**src/rtl/nubus_mem_arbiter_if.sv**
```systemverilog
// Bus bundle for nubus_mem_arbiter: two requester ports (A, B) plus the shared memory side.
// master = requesters and memory (the environment); slave = the arbiter itself.
interface nubus_mem_arbiter_if;
    logic        a_valid;
    logic [3:0]  a_write;
    logic [31:0] a_addr;
    logic [31:0] a_wdata;
    logic        a_ready;
    logic [31:0] a_rdata;
    logic        a_err;

    logic        b_valid;
    logic [3:0]  b_write;
    logic [31:0] b_addr;
    logic [31:0] b_wdata;
    logic        b_ready;
    logic [31:0] b_rdata;
    logic        b_err;

    logic        mem_valid_o;
    logic [3:0]  mem_write_o;
    logic [31:0] mem_addr_o;
    logic [31:0] mem_wdata_o;
    logic [1:0]  mem_wait_clocks_o;
    logic [31:0] mem_rdata_i;
    logic        mem_ready_i;
    logic [1:0]  grant_o;

    modport master (
        output a_valid, a_write, a_addr, a_wdata,
        input  a_ready, a_rdata, a_err,
        output b_valid, b_write, b_addr, b_wdata,
        input  b_ready, b_rdata, b_err,
        input  mem_valid_o, mem_write_o, mem_addr_o, mem_wdata_o, mem_wait_clocks_o,
        output mem_rdata_i, mem_ready_i,
        input  grant_o
    );

    modport slave (
        input  a_valid, a_write, a_addr, a_wdata,
        output a_ready, a_rdata, a_err,
        input  b_valid, b_write, b_addr, b_wdata,
        output b_ready, b_rdata, b_err,
        output mem_valid_o, mem_write_o, mem_addr_o, mem_wdata_o, mem_wait_clocks_o,
        input  mem_rdata_i, mem_ready_i,
        output grant_o
    );
endinterface

```
**src/rtl/nubus_mem_arbiter.sv**
```systemverilog
// Two-port memory arbiter: alternating priority on contention, registered memory strobe,
// per-port wait-clock code, and a granted-cycle timeout that aborts with an error flag.
module nubus_mem_arbiter #(
    parameter int unsigned WAIT_A         = 2,
    parameter int unsigned WAIT_B         = 0,
    parameter int unsigned TIMEOUT_CLOCKS = 15
) (
    input  logic               mem_clk,
    input  logic               mem_reset,
    nubus_mem_arbiter_if.slave bus
);
    // Encoding doubles as the one-hot {B,A} grant vector.
    typedef enum logic [1:0] {
        IDLE  = 2'b00,
        GNT_A = 2'b01,
        GNT_B = 2'b10
    } state_t;

    localparam logic [7:0] TMO_LAST = 8'(TIMEOUT_CLOCKS - 1);

    state_t      state_q, state_d;
    logic        last_grant_b_q;
    logic [7:0]  tmo_q;
    logic [3:0]  mem_write_q;
    logic [31:0] mem_addr_q;
    logic [31:0] mem_wdata_q;
    logic [1:0]  mem_wait_q;

    logic        capture_a, capture_b;
    logic        xfer_done;
    logic        a_ready, a_err, b_ready, b_err;
    logic [31:0] a_rdata, b_rdata;

    always_comb begin
        state_d   = state_q;
        capture_a = 1'b0;
        capture_b = 1'b0;
        a_ready   = 1'b0;
        a_err     = 1'b0;
        b_ready   = 1'b0;
        b_err     = 1'b0;
        a_rdata   = '0;
        b_rdata   = '0;
        xfer_done = bus.mem_ready_i || (tmo_q == TMO_LAST);
        unique case (state_q)
            IDLE: begin
                if (bus.a_valid && (!bus.b_valid || last_grant_b_q)) begin
                    state_d   = GNT_A;
                    capture_a = 1'b1;
                end else if (bus.b_valid) begin
                    state_d   = GNT_B;
                    capture_b = 1'b1;
                end
            end
            GNT_A: begin
                a_rdata = bus.mem_rdata_i;
                if (xfer_done) begin
                    state_d = IDLE;
                    // A reset in the completion cycle abandons the transfer silently.
                    a_ready = !mem_reset;
                    a_err   = !mem_reset && !bus.mem_ready_i;
                end
            end
            GNT_B: begin
                b_rdata = bus.mem_rdata_i;
                if (xfer_done) begin
                    state_d = IDLE;
                    b_ready = !mem_reset;
                    b_err   = !mem_reset && !bus.mem_ready_i;
                end
            end
            default: state_d = IDLE;
        endcase
    end

    always_ff @(posedge mem_clk) begin
        if (mem_reset) begin
            state_q        <= IDLE;
            last_grant_b_q <= 1'b1;
            tmo_q          <= '0;
            mem_write_q    <= '0;
            mem_addr_q     <= '0;
            mem_wdata_q    <= '0;
            mem_wait_q     <= '0;
        end else begin
            state_q <= state_d;
            if (capture_a) begin
                mem_write_q    <= bus.a_write;
                mem_addr_q     <= bus.a_addr;
                mem_wdata_q    <= bus.a_wdata;
                mem_wait_q     <= 2'(WAIT_A);
                last_grant_b_q <= 1'b0;
                tmo_q          <= '0;
            end else if (capture_b) begin
                mem_write_q    <= bus.b_write;
                mem_addr_q     <= bus.b_addr;
                mem_wdata_q    <= bus.b_wdata;
                mem_wait_q     <= 2'(WAIT_B);
                last_grant_b_q <= 1'b1;
                tmo_q          <= '0;
            end else if (state_q != IDLE) begin
                tmo_q <= tmo_q + 8'd1;
            end
        end
    end

    assign bus.mem_valid_o       = (state_q != IDLE);
    assign bus.grant_o           = state_q;
    assign bus.mem_write_o       = mem_write_q;
    assign bus.mem_addr_o        = mem_addr_q;
    assign bus.mem_wdata_o       = mem_wdata_q;
    assign bus.mem_wait_clocks_o = mem_wait_q;
    assign bus.a_ready           = a_ready;
    assign bus.a_err             = a_err;
    assign bus.a_rdata           = a_rdata;
    assign bus.b_ready           = b_ready;
    assign bus.b_err             = b_err;
    assign bus.b_rdata           = b_rdata;
endmodule

```
**src/flat_wrapper.sv**
```systemverilog
// flat-port wrapper written by rule: the top's interface ports become plain ports
module nubus_mem_arbiter_flat 
#(
    parameter int unsigned WAIT_A         = 2,
    parameter int unsigned WAIT_B         = 0,
    parameter int unsigned TIMEOUT_CLOCKS = 15
)
  (mem_clk, mem_reset, bus_a_valid, bus_a_write, bus_a_addr, bus_a_wdata, bus_a_ready, bus_a_rdata, bus_a_err, bus_b_valid, bus_b_write, bus_b_addr, bus_b_wdata, bus_b_ready, bus_b_rdata, bus_b_err, bus_mem_valid_o, bus_mem_write_o, bus_mem_addr_o, bus_mem_wdata_o, bus_mem_wait_clocks_o, bus_mem_rdata_i, bus_mem_ready_i, bus_grant_o);
  nubus_mem_arbiter_if bus_i ();
  input  logic mem_clk;
  input  logic mem_reset;
  input wire logic [$bits(bus_i.a_valid)-1:0] bus_a_valid;
  input wire logic [$bits(bus_i.a_write)-1:0] bus_a_write;
  input wire logic [$bits(bus_i.a_addr)-1:0] bus_a_addr;
  input wire logic [$bits(bus_i.a_wdata)-1:0] bus_a_wdata;
  output wire logic [$bits(bus_i.a_ready)-1:0] bus_a_ready;
  output wire logic [$bits(bus_i.a_rdata)-1:0] bus_a_rdata;
  output wire logic [$bits(bus_i.a_err)-1:0] bus_a_err;
  input wire logic [$bits(bus_i.b_valid)-1:0] bus_b_valid;
  input wire logic [$bits(bus_i.b_write)-1:0] bus_b_write;
  input wire logic [$bits(bus_i.b_addr)-1:0] bus_b_addr;
  input wire logic [$bits(bus_i.b_wdata)-1:0] bus_b_wdata;
  output wire logic [$bits(bus_i.b_ready)-1:0] bus_b_ready;
  output wire logic [$bits(bus_i.b_rdata)-1:0] bus_b_rdata;
  output wire logic [$bits(bus_i.b_err)-1:0] bus_b_err;
  output wire logic [$bits(bus_i.mem_valid_o)-1:0] bus_mem_valid_o;
  output wire logic [$bits(bus_i.mem_write_o)-1:0] bus_mem_write_o;
  output wire logic [$bits(bus_i.mem_addr_o)-1:0] bus_mem_addr_o;
  output wire logic [$bits(bus_i.mem_wdata_o)-1:0] bus_mem_wdata_o;
  output wire logic [$bits(bus_i.mem_wait_clocks_o)-1:0] bus_mem_wait_clocks_o;
  input wire logic [$bits(bus_i.mem_rdata_i)-1:0] bus_mem_rdata_i;
  input wire logic [$bits(bus_i.mem_ready_i)-1:0] bus_mem_ready_i;
  output wire logic [$bits(bus_i.grant_o)-1:0] bus_grant_o;
  assign bus_i.a_valid = bus_a_valid;
  assign bus_i.a_write = bus_a_write;
  assign bus_i.a_addr = bus_a_addr;
  assign bus_i.a_wdata = bus_a_wdata;
  assign bus_a_ready = bus_i.a_ready;
  assign bus_a_rdata = bus_i.a_rdata;
  assign bus_a_err = bus_i.a_err;
  assign bus_i.b_valid = bus_b_valid;
  assign bus_i.b_write = bus_b_write;
  assign bus_i.b_addr = bus_b_addr;
  assign bus_i.b_wdata = bus_b_wdata;
  assign bus_b_ready = bus_i.b_ready;
  assign bus_b_rdata = bus_i.b_rdata;
  assign bus_b_err = bus_i.b_err;
  assign bus_mem_valid_o = bus_i.mem_valid_o;
  assign bus_mem_write_o = bus_i.mem_write_o;
  assign bus_mem_addr_o = bus_i.mem_addr_o;
  assign bus_mem_wdata_o = bus_i.mem_wdata_o;
  assign bus_mem_wait_clocks_o = bus_i.mem_wait_clocks_o;
  assign bus_i.mem_rdata_i = bus_mem_rdata_i;
  assign bus_i.mem_ready_i = bus_mem_ready_i;
  assign bus_grant_o = bus_i.grant_o;
  nubus_mem_arbiter #(.WAIT_A(WAIT_A), .WAIT_B(WAIT_B), .TIMEOUT_CLOCKS(TIMEOUT_CLOCKS)) u_core (.mem_clk(mem_clk), .mem_reset(mem_reset), .bus(bus_i));
endmodule
```
**config.mk**
```make
export PLATFORM = sky130hd
export DESIGN_NAME = nubus_mem_arbiter_flat
export DESIGN_NICKNAME = d
export VERILOG_FILES = /design/src/rtl/nubus_mem_arbiter_if.sv /design/src/rtl/nubus_mem_arbiter.sv /design/src/flat_wrapper.sv
export SDC_FILE = /design/constraint.sdc
export NUM_CORES = 1
export LEC_CHECK = 0
export BUFFER_PORTS_ARGS = -buffer_cell sky130_fd_sc_hd__buf_2
export CAP_MARGIN = 20
export CORE_AREA = 2 2 120 122
export DETAILED_ROUTE_END_ITERATION = 16
export DIE_AREA = 0 0 122 124
export PLACE_DENSITY = 0.69
export SYNTH_ARGS = -nofsm -noshare
export SYNTH_HDL_FRONTEND = slang
export SYNTH_SLANG_ARGS = --single-unit
```
**constraint.sdc**
```tcl
create_clock -name mem_clk -period 2.23 [get_ports mem_clk]
set_input_delay 0.446 -clock mem_clk [delete_from_list [all_inputs] [get_ports mem_clk]]
set_output_delay 0.446 -clock mem_clk [all_outputs]
set_load 0.1 [all_outputs]
```
==> results.md, run 1 <==
- Worst Hold Depth: 3
- Ys flop type: dfxtp_1
- Total Power: 6.94 mW
- WHS Endpoint: u_core.bus.mem_wdata_o[4]
- RR Endpoint: u_core.bus.mem_wdata_o[8]
- GP Congestion: 0.788
- Unrepaired setup endpoints after global routing: true
- Sequential share of the synthesized area: 38.4%
- Setup crit end kind: output pin
- NetSw: 3.40 mW
- Setup Crit Path Kind: flop to output pin
- TritonRoute pass-1 iters: 4
- TritonCTS clock tree: done
- Fin crit share: 98.5%
- Minimum clock period: 2.20 ns
- Inserted Clock Buffers: 9
- Final instance area: 7300 um2
- Final Hold Fails: 0
- Port bufs: 312
- Synthesized area per cell: 9.22 um2
- Post-Synth XOR/XNOR Area: 1.47%
- Combinational power share: 52.6%
- Reg2Reg Setup Slack: 0.24 ns
- Hold path startpoint: bus_b_wdata[4]
- Mux contribution to synthesized area: 16.3%
- Worst slew pin tran: 0.518 ns
- Crit path launch type: flop
- Vias in the first global route: 3943
- Chip width: 122 um
- Synth Area in Compound Gates: 13.7%
- Fmax: 455 MHz
- Global-route wire length before repair: 20000 um
- Number of synthesized flops with an enable pin: 0
- CTS sink cnt: 80
- Leak: 3.43 nW
- Number of antenna violations at the first check in global routing: 0
- FP Rows: 43
- Largest net degree at the start of global routing: 63
- Antenna cells: 0
- Commonest non-fill, non-tap cell in the layout: buf_2
- Asr flop ratio synth: 0%
- Area grow syn2layout: 75.2%
- Routed via count: 4232
- Req. time, crit path: 1.78 ns
- Clock Latency Late Sink: 0.33 ns
- Die Ht: 124 um
- Synthesized netlist cell count: 452
- Critical path fanouts, max: 3
- Per-cell routed wire length: 14.9 um
- # IOs: 314
- Post-synthesis cell type count: 32
- DP Area: 6920 um2
- DP HPWL: 11300 um
- FF-to-FF path depth: 8
- Maxcap violations: 0
- Commonest non-fill, non-tap cells in the layout: buf_2 (244), nor2_1 (80), dfxtp_1 (76)
- Final ANT Viol Nets: 0
- Max-Slew Margin vs Limit: 65.7%
- Largest family of logic cells by synthesized area: simple AND/OR/NAND/NOR gates
- Nets: 924
- Clock Root Buffer: clkbuf_16
- Setup ws final: 0.0335 ns
- Sw Ratio: 49.0%
- Syn Nets: 630
- Status: complete, no violations
- Iter 0 DRT Violations: 138
- Synth Register Bits: 80
- Pwr Density: 951 nW/um2
- WL final: 13900 um
- Number of vias per cell: 4.55
- Flop pwr share: 24.9%
- Initial core utilization: 30.4%
- Worst R2R Start: u_core.bus.grant_o[1]
- Setup TNS: 0 ns
- Layout cell share with drive strength beyond 1: 55.5%
- Worst ir drop on vdd: 0.509 mV
- Crit path DAT: 1.75 ns
- Overflow after GRT: 0
- CTS max path bufs: 2
- Worst slack, placed: 0.275 ns
- Mapped cell area: 4170 um2
- Die ar.: 15100 um2
- Internal power: 3.54 mW
- Placeable core area: 13700 um2
- Simple-gate share of the synthesized area: 20.5%
- Clk_skew: 0.00833 ns
- Clock power share: 22.5%
- Fill cells: 1235
- GRT Util Overall: 17.1%
- Drt drc: 0
- # setup viols final: 0
- CTS Hold Bufs: 0
- Area of the multi-input gates: 2390 um2
- Clk pin slew, worst setup/hold paths: 0.06 ns
- Sequential Area: 1610 um2
- Yosys warns: 0
- Hold crit path type: input pin to flop
- Area share of fa/ha/maj cells after synthesis: 1.50%
- Slew Limit Fails: 0
- H-tree levels: 3
timing repair:
item                                    CTS  global route
pin swaps                                 0             3
cloned                                    0             0
endpoints found under the setup margin   19             9
gates resized for setup                   5            11
setup buffers                             1             0
cell type report:
type | count | area share (%)
well taps | 180 | 3.09
inverters | 5 | 0.257
repair buffers | 323 | 37.4
flip-flops and latches | 80 | 22.1
clock inverters | 6 | 1.27
multi-input cells | 327 | 32.8
clock buffers | 9 | 3.09
routing by layer:
metal | global-route usage, % | part of all wire [%] | vias up | wire [um]
met4 | 4.89 | 1.0 | 0 | 145
li1 | - | - | 2165 | -
met3 | 5.49 | 9.0 | 9 | 1250
met1 | 17.4 | 36 | 1885 | 4970
met2 | 33.3 | 54 | 173 | 7500
met5 | 0 | 0 | - | 0
worst max-delay path, stage by stage (launching register included):
cell	delay (ns)
dfxtp_2	0.32
inv_2	0.06
ha_4	0.11
and4b_2	0.26
a21oi_4	0.10
nor4b_4	0.35
buf_12	0.22
synthesized netlist by cell type, types with 2 or more instances:
master,n,area share [%]
nand3_1,4,0.48
nor4b_1,2,0.42
buf_2,10,1.2
nand2b_1,3,0.45
dfxtp_1,80,38
and4b_1,2,0.48
clkbuf_1,18,1.6
ha_1,5,1.5
a211oi_1,68,12
buf_4,3,0.54
xnor2_1,2,0.42
mux2i_1,68,16
inv_1,4,0.36
nor3_1,2,0.24
a21oi_1,7,0.84
o21ai_0,2,0.24
and2_1,66,9.9
xor2_1,5,1.1
buf_12,8,3.8
nor2_1,81,7.3
flip-flops by register name (all words and copies together), names as in the netlist:
name	flops
u_core.bus.mem_wait_clocks_o	1
u_core.bus.mem_wdata_o	32
u_core.bus.grant_o	2
u_core.bus.mem_write_o	4
u_core.tmo_q	8
u_core.last_grant_b_q	1
u_core.bus.mem_addr_o	32
power by group through the flow:
stage	logic, mW	clock network [mW]	registers [mW]
global placement	3.63	0	1.75
global route	3.80	1.65	1.75
CTS	3.66	1.61	1.73
finish	3.65	1.56	1.73
detailed placement	3.66	0	1.76
floorplan	1.41	0	3.18
kinds of logic (layout without fill, tap and decap cells):
group,Yosys count,in the layout
AND/OR/NAND/NOR,167,167
flip-flops,80,80
AO/OA/AOI/OAI,79,79
multiplexers,68,68
buffers and inverters,45,343
XOR/XNOR,7,7
adder cells (fa/ha/maj),5,5
other,1,1
worst max-delay path by stage:
stage               startpoint           to  slack (ns)  depth (start not counted)
6_report       u_core.tmo_q[0]    bus_b_err        0.03                          6
5_1_grt        u_core.tmo_q[0]    bus_b_err       -0.03                          6
3_5_place_dp   u_core.tmo_q[0]  bus_a_ready        0.28                          8
2_1_floorplan  u_core.tmo_q[0]    bus_a_err       -0.12                          5
3_3_place_gp   u_core.tmo_q[0]  bus_a_ready        0.30                          8
4_1_cts        u_core.tmo_q[0]  bus_a_ready      -0.001                          8
stage by stage:
step | instances | utilization [%] | hold WS, ns
2_1_floorplan | 452 | - | 0.481
3_3_place_gp | 915 | 50.5 | 0.464
3_5_place_dp | 915 | 50.5 | 0.476
4_1_cts | 931 | 52.9 | 0.429
5_1_grt | 930 | 53.2 | 0.450
6_report | 930 | 53.2 | 0.445
(Power assumes the default switching activity.)
==> run 2, diff against run 1 <==
--- a/config.mk
+++ b/config.mk
@@ -10,7 +10,7 @@
 export CORE_AREA = 2 2 120 122
 export DETAILED_ROUTE_END_ITERATION = 16
 export DIE_AREA = 0 0 122 124
-export PLACE_DENSITY = 0.69
+export PLACE_DENSITY = 0.7
 export SYNTH_ARGS = -nofsm -noshare
 export SYNTH_HDL_FRONTEND = slang
 export SYNTH_SLANG_ARGS = --single-unit
==> run 2 against run 1 <==
Via count increased by 1.2%. Sequential power hardly changed. Routed wire length down 1.1%. Combinational power about the same. Non-clock buffer count increased by 3. Global-route usage shrank 0.37 points. Worst setup slack worse by 0.0015 ns. First-iteration DRC count is 18% lower. Critical path depth up 1. Worst hold slack gained 0.0042 ns. Power fell by 0.55%. Critical endpoint unchanged.
==> results.md, run 2 (same netlist as run 1, synthesis figures left out) <==
- Pwr Density: 946 nW/um2 (-0.52%)
- Clock power share: 22.1% (-0.4 points)
- Inserted Clock Buffers: 9 (unchanged)
- Number of vias per cell: 4.59 (+0.77%)
- Status: complete, no violations
- Fill cells: 1283 (+3.9%)
- Max-Slew Margin vs Limit: 65.0% (-0.66 points)
- Clk_skew: 0.00973 ns (+0.00139 ns)
- Commonest non-fill, non-tap cell in the layout: buf_2
- Commonest non-fill, non-tap cells in the layout: buf_2 (244), nor2_1 (80), dfxtp_1 (76)
- WHS: 0.449 ns (+0.00421 ns)
- DP Area: 6930 um2 (+0.11%)
- Placed cell count: 916 (+0.11%)
- Fmax: 455 MHz (about the same)
- Overflow after GRT: 0 (unchanged)
- Clock Latency Late Sink: 0.33 ns (about the same)
- Total Power: 6.90 mW (-0.55%)
- H-tree levels: 3 (unchanged)
- Leak: 3.44 nW (+0.19%)
- Final ANT Viol Nets: 0 (unchanged)
- Worst slew pin tran: 0.528 ns (+0.0100 ns)
- GP Congestion: 0.770 (-2.2%)
- Clock Root Buffer: clkbuf_16
- DP HPWL: 11300 um (-0.47%)
- Iter 0 DRT Violations: 113 (-18%)
- Area grow syn2layout: 75.2% (about the same)
- Slew Limit Fails: 0 (unchanged)
- Minimum clock period: 2.20 ns (+0.00151 ns)
- Req. time, crit path: 1.78 ns (about the same)
- Internal power: 3.47 mW (-1.8%)
- Combinational power share: 52.9% (+0.3 points)
- Clk pin slew, worst setup/hold paths: 0.07 ns (about the same)
- Die Ht: 124 um (unchanged)
- Critical path fanouts, max: 3 (unchanged)
- WL final: 13700 um (-1.1%)
- Largest net degree at the start of global routing: 61 (-3.2%)
- Placeable core area: 13700 um2 (unchanged)
- Drt drc: 0 (unchanged)
- Sw Ratio: 49.6% (+0.65 points)
- Vias in the first global route: 3923 (-0.51%)
- FP Rows: 43 (unchanged)
- Worst ir drop on vdd: 0.502 mV (-1.5%)
- TritonRoute pass-1 iters: 4 (unchanged)
- Hold crit path type: input pin to flop
- CTS sink cnt: 80 (unchanged)
- GRT Util Overall: 16.8% (-0.37 points)
- # setup viols final: 0 (unchanged)
- Per-cell routed wire length: 14.7 um (-1.6%)
- Antenna cells: 0 (unchanged)
- Maxcap violations: 0 (unchanged)
- Final Hold Fails: 0 (unchanged)
- Non-filler cells, final: 934 (+0.43%)
- Number of antenna violations at the first check in global routing: 1 (+1)
- Crit path launch type: flop
- NetSw: 3.43 mW (+0.76%)
- # IOs: 314 (unchanged)
- Routed via count: 4283 (+1.2%)
- Initial core utilization: 30.4% (unchanged)
- Fin crit share: 98.6% (about the same)
- Chip width: 122 um (unchanged)
- Global-route wire length before repair: 19800 um (-1.3%)
- Setup Crit Path Kind: flop to output pin
- Layout cell share with drive strength beyond 1: 55.4% (about the same)
- Setup crit end kind: output pin
- Port bufs: 312 (unchanged)
- Crit path DAT: 1.75 ns (about the same)
- CTS max path bufs: 2 (unchanged)
- Flop pwr share: 25.0% (about the same)
- TritonCTS clock tree: done
- Final instance area: 7300 um2 (about the same)
- Nets: 927 (+0.32%)
- Unrepaired setup endpoints after global routing: true
- Die ar.: 15100 um2 (unchanged)
## run 2: cell count changes in the layout (fill, tap and decap cells not counted), sizes merged
cell / previous run / this run
buf: 323 / 326
bufinv: 2 / 1
clkbuf: 9 / 10
clkinvlp: 0 / 1
## run 2: power groups by stage
stage          Sequential [mW]  Combinational [mW]  Clock (mW)
4_1_cts                   1.73                3.66        1.57
6_report                  1.73                3.65        1.52
3_5_place_dp              1.76                3.66           0
2_1_floorplan             3.18                1.41           0
3_3_place_gp              1.75                3.63           0
5_1_grt                   1.75                3.80        1.62
## run 2: timing repair
action	CTS	global route
resized for setup	3	9
hold buffers	0	0
setup buffers	1	1
pin swaps	0	2
gates cloned	0	0
setup endpoints to repair	4	27
hold endpoints to repair	0	0
## run 2: area by class of cell
| type | instances | area [um2] | area share (%) |
|---|---|---|---|
| Clock inverter | 6 | 75.1 | 1.03 |
| Tap cell | 180 | 225 | 3.09 |
| Timing Repair Buffer | 326 | 2750 | 37.7 |
| Multi-Input combinational cell | 327 | 2370 | 32.5 |
| Clock buffer | 10 | 239 | 3.28 |
| Inverter | 5 | 18.8 | 0.257 |
| Sequential cell | 80 | 1610 | 22.1 |
## run 2: worst max-delay path, stage by stage, from the launching register on
cell and delay [ns]:
dfxtp_2 0.32, inv_2 0.07, ha_4 0.12, and4b_1 0.22, a21oi_2 0.08, buf_6 0.15
nor4b_4 0.26, buf_12 0.21
## run 2: layer usage
layer / GRT usage (%) / up-vias / routed length (um)
met5: 0 / - / 0
met4: 5.39 / 0 / 254
met3: 5.40 / 20 / 1250
met2: 32.3 / 194 / 7370
met1: 17.1 / 1893 / 4830
li1: - / 2176 / -
## run 2: path summary, 6_finish.rpt
path	start	to	slack, ns	depth (start not counted)
max	u_core.tmo_q[0]	bus_b_err	0.03	7
max reg2reg	u_core.bus.grant_o[1]	u_core.bus.mem_wdata_o[4]	0.32	8
min reg2reg	u_core.bus.mem_wait_clocks_o[1]	u_core.bus.mem_wait_clocks_o[1]	0.48	2
min	bus_b_addr[21]	u_core.bus.mem_addr_o[21]	0.45	3
## run 2: per-stage QoR
| step | TNS, ns | util, % | worst slack [ns] |
|---|---|---|---|
| detailed placement | 0 | 50.5 | 0.237 |
| global route | -0.115 | 53.2 | -0.0361 |
| CTS | -0.0209 | 52.9 | -0.0107 |
| floorplan | -0.234 | - | -0.117 |
| finish | 0 | 53.2 | 0.0320 |
| global placement | 0 | 50.5 | 0.290 |
